### src/rtl/data_parallelizer_pkg.sv
// Shared definitions for the parallelizer / serializer width converters.
//   RATIO_MIN / RATIO_MAX : legal range of beats per wide word
//   lane_cnt_width()      : width of a lane counter for a given ratio
//   keep_mask()           : mask with the n lowest bits set (n <= RATIO_MAX)
package data_parallelizer_pkg;

    localparam int unsigned RATIO_MIN = 2;
    localparam int unsigned RATIO_MAX = 16;

    function automatic int unsigned lane_cnt_width(input int unsigned ratio);
        return (ratio <= 2) ? 1 : $clog2(ratio);
    endfunction

    function automatic logic [RATIO_MAX-1:0] keep_mask(input int unsigned n);
        logic [RATIO_MAX-1:0] m;
        m = '0;
        for (int unsigned i = 0; i < RATIO_MAX; i++) begin
            m[i] = (i < n);
        end
        return m;
    endfunction

endpackage

### src/rtl/data_parallelizer_out_slice.sv
// Output register of the parallelizer: holds one packed word and its keep
// mask under valid/ready handshake.
//   clk, rst         : clock, synchronous active-high reset
//   load             : capture load_data/load_keep, assert valid next cycle
//   load_data/keep   : word and lane mask to capture
//   ready            : downstream accepts the held word
//   valid/data/keep  : registered output word
// A load takes priority over a drain, so a word leaving and a new word
// arriving in the same cycle keeps valid high with no bubble.
module data_parallelizer_out_slice #(
    parameter int unsigned DATA_W = 64,
    parameter int unsigned KEEP_W = 2
) (
    input  logic              clk,
    input  logic              rst,
    input  logic              load,
    input  logic [DATA_W-1:0] load_data,
    input  logic [KEEP_W-1:0] load_keep,
    input  logic              ready,
    output logic              valid,
    output logic [DATA_W-1:0] data,
    output logic [KEEP_W-1:0] keep
);

    always_ff @(posedge clk) begin
        if (rst) begin
            valid <= 1'b0;
            data  <= '0;
            keep  <= '0;
        end else if (load) begin
            valid <= 1'b1;
            data  <= load_data;
            keep  <= load_keep;
        end else if (valid && ready) begin
            valid <= 1'b0;
        end
    end

endmodule

### src/rtl/data_parallelizer_n.sv
// Packs RATIO consecutive DIN_WIDTH-bit beats into one RATIO*DIN_WIDTH-bit
// word (first beat in lane 0 / LSBs) with a keep mask and early close via iLAST.
//   CLK, RESET     : clock, synchronous active-high reset (dominant)
//   iVALID/oREADY  : input beat handshake, DIN beat data, iLAST closes word
//   oVALID/iREADY  : output word handshake, DOUT packed word, oKEEP lane mask
// Optional macro DATA_PARALLELIZER_TIMEOUT_FLUSH_EN: a partial word idle for
// TIMEOUT_CYCLES cycles is flushed as if iLAST had arrived.
module data_parallelizer_n
    import data_parallelizer_pkg::*;
#(
    parameter int unsigned DIN_WIDTH      = 32,
    parameter int unsigned RATIO          = 2,
    parameter int unsigned TIMEOUT_CYCLES = 64
) (
    input  logic                       CLK,
    input  logic                       RESET,
    input  logic                       iVALID,
    output logic                       oREADY,
    input  logic [DIN_WIDTH-1:0]       DIN,
    input  logic                       iLAST,
    output logic                       oVALID,
    input  logic                       iREADY,
    output logic [RATIO*DIN_WIDTH-1:0] DOUT,
    output logic [RATIO-1:0]           oKEEP
);

    localparam int unsigned CW = lane_cnt_width(RATIO);
    localparam int unsigned OW = RATIO * DIN_WIDTH;

    if (RATIO < RATIO_MIN || RATIO > RATIO_MAX) begin : g_ratio_chk
        $error("data_parallelizer_n: RATIO out of range");
    end
    if (TIMEOUT_CYCLES < 1) begin : g_timeout_chk
        $error("data_parallelizer_n: TIMEOUT_CYCLES must be at least 1");
    end

    logic [CW-1:0]        cnt;
    logic [DIN_WIDTH-1:0] acc [0:RATIO-2];
    logic                 out_valid;
    logic                 free;
    logic                 in_xfer;
    logic                 complete;
    logic                 flush;
    logic                 load;
    logic [OW-1:0]        load_data;
    logic [RATIO-1:0]     load_keep;

    // Output register is free when empty or draining this cycle.
    assign free     = !out_valid || iREADY;
    assign oREADY   = !RESET && free;
    assign in_xfer  = iVALID && oREADY;
    assign complete = in_xfer && ((cnt == CW'(RATIO - 1)) || iLAST);
    assign load     = complete || flush;
    assign oVALID   = out_valid;

    // Lanes below cnt come from the accumulator; lane cnt takes the current
    // beat unless this is a timeout flush; everything above stays zero.
    always_comb begin
        load_data = '0;
        for (int unsigned k = 0; k < RATIO - 1; k++) begin
            if (k < 32'(cnt)) begin
                load_data[k*DIN_WIDTH +: DIN_WIDTH] = acc[k];
            end
        end
        if (!flush) begin
            load_data[32'(cnt)*DIN_WIDTH +: DIN_WIDTH] = DIN;
        end
        load_keep = RATIO'(keep_mask(flush ? 32'(cnt) : 32'(cnt) + 1));
    end

    always_ff @(posedge CLK) begin
        if (RESET) begin
            cnt <= '0;
            for (int unsigned i = 0; i < RATIO - 1; i++) begin
                acc[i] <= '0;
            end
        end else if (load) begin
            cnt <= '0;
        end else if (in_xfer) begin
            acc[cnt] <= DIN;
            cnt      <= cnt + 1'b1;
        end
    end

`ifdef DATA_PARALLELIZER_TIMEOUT_FLUSH_EN
    localparam int unsigned IW = $clog2(TIMEOUT_CYCLES + 1);

    logic [IW-1:0] idle_cnt;

    // Saturates at the limit so a stalled flush keeps waiting for the
    // output register instead of wrapping.
    assign flush = (32'(idle_cnt) >= TIMEOUT_CYCLES) && (cnt != '0) && free && !in_xfer;

    always_ff @(posedge CLK) begin
        if (RESET || in_xfer || flush) begin
            idle_cnt <= '0;
        end else if ((cnt != '0) && (32'(idle_cnt) < TIMEOUT_CYCLES)) begin
            idle_cnt <= idle_cnt + 1'b1;
        end
    end
`else
    assign flush = 1'b0;
`endif

    data_parallelizer_out_slice #(
        .DATA_W (OW),
        .KEEP_W (RATIO)
    ) u_out_slice (
        .clk       (CLK),
        .rst       (RESET),
        .load      (load),
        .load_data (load_data),
        .load_keep (load_keep),
        .ready     (iREADY),
        .valid     (out_valid),
        .data      (DOUT),
        .keep      (oKEEP)
    );

endmodule
### config.mk
export PLATFORM = sky130hd
export DESIGN_NAME = data_parallelizer_n
export DESIGN_NICKNAME = d
export VERILOG_FILES = /design/src/rtl/data_parallelizer_pkg.sv /design/src/rtl/data_parallelizer_out_slice.sv /design/src/rtl/data_parallelizer_n.sv
export SDC_FILE = /design/constraint.sdc
export NUM_CORES = 1
export LEC_CHECK = 0
export BUFFER_PORTS_ARGS = -buffer_cell sky130_fd_sc_hd__buf_2
export CORE_MARGIN = 2
export CORE_UTILIZATION = 49
export CTS_BUF_LIST = sky130_fd_sc_hd__clkbuf_2
export DETAILED_ROUTE_END_ITERATION = 8
export GPL_TIMING_DRIVEN = 0
export PLACE_DENSITY_LB_ADDON = 0.25
export SKIP_CTS_REPAIR_TIMING = 1
export SLEW_MARGIN = 40
export SYNTH_ARGS = -nofsm -noshare
export SYNTH_HDL_FRONTEND = slang
export SYNTH_SLANG_ARGS = --single-unit
### constraint.sdc
create_clock -name CLK -period 2.15 [get_ports CLK]
set_clock_uncertainty 0.2 [all_clocks]
set_input_delay 0.43 -clock CLK [delete_from_list [all_inputs] [get_ports CLK]]
set_output_delay 0.43 -clock CLK [all_outputs]
set_load 0.1 [all_outputs]
# Word-level counts from Yosys, hierarchy flattened
# Memory sizes are Yosys's and may differ from the RTL's.
# Index checks and enable logic that the tools add are counted.
# classes
mux	12
magnitude_cmp	3
add_sub_neg	3
n_reduce_logical	11
n_shift	2
# op_table
operator	count
bitwise mux 64 bit	1
2-to-1 mux 32 bit	2
variable shift 32 x 34 -> 64 bit, first input constant	1
indexed part select 32 x 34 -> 64 bit	1
negator 6 -> 34 bit	1
OR reduction 32 bit	1
2-to-1 mux 1 bit	9
logical AND 1 bit	4
less-than comparator 1 x 2 -> 1 bit, first input constant	2
adder 1 x 1 -> 2 bit, second input constant	1
logical NOT 1 bit	2
logical OR 1 bit	2
nonzero test 2 bit	1
OR reduction 2 bit	1
adder 1 bit, second input constant	1
less-than comparator 1 bit, first input constant	1
# word_totals
word_cells	36
inputBits	37
output_inout_bits	68
memories	1
mem_bits_rw	32
reg_bits	68
# mem_list
memory	depth	width	rd	rd_ports_with_merged_regs	write_ports	line	text
acc	1	32	1	0	1	data_parallelizer_n.sv:38	logic [DIN_WIDTH-1:0] acc [0:RATIO-2];

# Longest topological paths before layout
# logic_depth
ltp_word	10
mapped_depth	7
ltp_nobuf	3

# Modules after synthesis
# Synthesis repeated with hierarchy kept, for this count alone.
# hier_totals
hier_cells	366
hier_area_um2	4256.6
# by_module_without_submodules
module	instances	area_each_um2	seq_area_each_um2	cells_each
data_parallelizer_out_slice	1	2397.3	1341.3	217
data_parallelizer_n	1	1859.3	980.9	149

# Least setup slack after synthesis
# OpenSTA, ideal clock, no wires.
# synth_timing
path_kind	register to output
start	register u_out_slice.valid
end	output port oREADY
required_ns	1.520
arrival_ns	2.226
path_stages_with_launch	3
n_path_buf	0
setup_slack_ns	-0.706
path_cell_list	dfxtp_1 nor2b_1 nor2_1
# synth_via
elab_chain_len	3
# synth_lines
element	line	text
from (decl)	data_parallelizer_out_slice.sv:20	output logic valid,
from (signal assigned)	data_parallelizer_out_slice.sv:27	valid <= 1'b0;
from (signal assigned)	data_parallelizer_out_slice.sv:31	valid <= 1'b1;
from (signal assigned)	data_parallelizer_out_slice.sv:35	valid <= 1'b0;
logical NOT 1 bit	data_parallelizer_n.sv:49	assign free = !out_valid || iREADY;
logical OR 1 bit	data_parallelizer_n.sv:49	
logical AND 1 bit	data_parallelizer_n.sv:50	assign oREADY = !RESET && free;
to (decl)	data_parallelizer_n.sv:18	output logic oREADY,
# Every way passes these cells.

# Worst setup path after layout
# layout_timing
start	register cnt
end	memory acc[0][18], enable pin
# layout_via
elab_chain_len	7
# layout_lines
element	line	text
from (decl)	data_parallelizer_n.sv:37	logic [CW-1:0] cnt;
from (signal assigned)	data_parallelizer_n.sv:81	cnt <= cnt + 1'b1;
logical OR 1 bit (*)	data_parallelizer_n.sv:52	assign complete = in_xfer && ((cnt == CW'(RATIO - 1)) || iLAST);
logical AND 1 bit (*)	data_parallelizer_n.sv:52	
2-to-1 mux 1 bit (*)	data_parallelizer_n.sv:77	end else if (load) begin
2-to-1 mux 1 bit (*)	data_parallelizer_n.sv:72	if (RESET) begin
2-to-1 mux 1 bit (implied by the code) (*)	data_parallelizer_n.sv:80	acc[cnt] <= DIN;
OR reduction 32 bit (no source line)	-	
2-to-1 mux 1 bit (no source line) (*)	-	
to (decl)	data_parallelizer_n.sv:38	
# Every way passes the cells marked *; elsewhere a longest branch is shown, timed or not.

==> results.cfg <==
[sta]
fin_ws_ns = 0.07305
hold_viol = 0
fmax_ghz = 0.4815
finalCriticalPeriod_ns = 2.077
worst_pin_slew_ns = 0.8018
hold_ws_ns = 0.06809
post-route-period-util_pct = 96.60
setup_viol = 0
rsz0062_at_grt = false
timing.slew.headroom_pct = 46.54
maxSlewViolCount = 0

[worst_setup_path]
cp.arrival_ns = 2.13
crit_path_max_fanout = 16
path_buf_inv = 2
path_cells = buf_6 -> or2_1 -> buf_6 -> nor3b_4 -> or2_4
critPathKind = reg -> reg
crit_slowest_cell = dfxtp_1
path_depth = 5
start_kind = register
cpLargestDelayFamily = simple AND/OR/NAND/NOR gates
cp_slowest_stage_delay_ns = 0.37
crit_path_frequent_cell = buf_6
crit_required_ns = 2.20
reg2reg_depth = 5
endpoint_kind = register

[run]
maxCapViolCount = 0

[clock_network]
clkSinkCount = 100
cts_buffers = 9
cts_root_buf = clkbuf_2
cts_buffer_depth = 2
cts-htree-levels = 3
clk_latency_ns = 0.55
clk_pin_slew_ns = 0.26
cts_tree = yes

[synthesis]
synthAdderAreaFrac_pct = 0
synth_top_family_by_area = compound AO/OA/AOI/OAI gates
synth_area_sq_um = 4036
netlist.top_cell.by_area = dfxtp_1
synth_top_cell_area_share_pct = 33.73
synthMuxAreaShare_pct = 7.936
ys_types = 25
synth_xor_area_share_pct = 0
synth_compound_area_share_pct = 23.00
yosys-top-cells-area = dfxtp_1, edfxtp_1, a211oi_2
syn_avg_cell_area_sq_um = 12.98
ys_ff_latch = 100
ys_warn_count = 0
synthCells = 311
syn_nets = 348
synth-seq-area-share_pct = 57.53
yosys.area_share.simple_pct = 6.913

[die]
start_util_pct = 49.88
die_y_um = 94.76
core_area_sq_um = 8093
io_pins = 105
rows = 33
dieArea_sq_um = 8979
die-width_um = 94.76

[final_layout]
final_common_cell = buf_2
final_cell_mix = buf_2, dfxtp_1, dlygate4sd3_1, a31oi_1
fin_nets = 498
drive_above_1_share_pct = 37.77
diodes = 0
syn_to_final_growth_pct = 28.98

[power]
ir_drop_mv = 0.5115
netSwitchingPower_uw = 1266
power.internal_uw = 2649
seqPwrFrac_pct = 53.1
power_leakage_uw = 0.002138
pwr-share-comb_pct = 20.7
p_sw_share_pct = 32.34
clkPwrFrac_pct = 26.2
powerDensity_nw_per_um2 = 752.1

[worst_hold_path]
holdPathStages = 2
min_path_type = in -> reg

[detailed_routing]
ant_nets = 0
drt_iter0_markers = 124
drt-vias-per-instance = 5.419
drt_wl_total_um = 9873
first_pass_iters = 4
drcViolationCount = 0
via_count = 3094
wl_per_cell_um = 17.29

[global_routing]
antenna_found_initial = 0
grtUsageTotal_pct = 21.22
grt_pass1_vias = 2836
grt_first_pass_wirelength_um = 14590
grt_max_degree = 33
grt_overflow = 0

[status]
outcome = finished clean

[place]
pre_cts_ws_ns = -0.4497
portBuffers = 104
gp_congestion = 0.7652
place_hpwl_um = 6397
-- cell usage after synthesis --
master,instances
clkbuf_2,3
or2_1,1
dfxtp_1,68
a31oi_1,33
a211oi_2,30
nor2_1,3
and2_1,32
mux2i_1,32
buf_2,8
a31oi_4,1
buf_6,6
nand2b_1,1
a22o_1,32
a211oi_1,2
o21ba_2,1
and3_4,1
a21boi_0,1
a21o_1,1
nor2b_1,2
or2_2,1
a21oi_1,1
edfxtp_1,32
clkbuf_1,17
and3_1,1
nor3b_4,1
-- per-layer routing --
metal | GRT usage (%) | part of all wire, % | up-vias
met5 | 0 | 0 | -
met2 | 32.39 | 47 | 91
met3 | 4.150 | 5.0 | 11
met1 | 30.05 | 47 | 1508
li1 | - | - | 1484
met4 | 7.729 | 1.3 | 0
-- path summary, 6_finish.rpt --
path	to	start	slack [ns]
setup / recovery	acc[0][18]$_SDFFCE_PN0P_	cnt$_SDFFE_PP0P_	0.07
hold / removal	cnt$_SDFFE_PP0P_	RESET	0.07
setup reg to reg	acc[0][18]$_SDFFCE_PN0P_	cnt$_SDFFE_PP0P_	0.07
hold reg to reg	u_out_slice.keep[1]$_SDFFE_PP0P_	u_out_slice.keep[1]$_SDFFE_PP0P_	0.29
-- per-stage QoR --
stage               cell area (sq um)  setup TNS (ns)  total power (uW)  util (%)  cells
global placement                 4692          -12.10              2858     57.98    520
detailed placement               4692          -14.69              2873     57.98    520
global route                     5206               0              4066     64.33    571
finish                           5206               0              3915     64.33    571
CTS                              4833          -11.23              3889     59.72    536
floorplan                        4040         -0.2243              2704         -    311
-- flip-flops by register name, indices dropped and copies added, names as in the netlist --
register and count:
u_out_slice.data 64, acc 32, u_out_slice.keep 2, cnt 1, u_out_slice.valid 1
-- layout make-up --
class                   instances  area (sq um)
plain buffers                  33         183.9
clock buffers                   9         45.04
clock inverters                 7         96.34
repair buffers                139         877.1
flip-flops and latches        100          2323
well taps                     105         131.4
fillers                       704          2887
multi-input cells             178          1549
-- power groups by stage --
stage / sequential (uW) / clock, uW / combinational (uW)
2_1_floorplan: 2450 / 0 / 257
3_3_place_gp: 2110 / 0 / 746
3_5_place_dp: 2120 / 0 / 757
4_1_cts: 2080 / 1050 / 759
5_1_grt: 2090 / 1120 / 852
6_report: 2080 / 1020 / 812
-- cells by family after synthesis --
family	count (synthesis)
AO/OA/AOI/OAI	102
buffers and inverters	34
flip-flops	100
multiplexers	32
AND/OR/NAND/NOR	43
No activity file was read; power rests on OpenSTA's default activity.
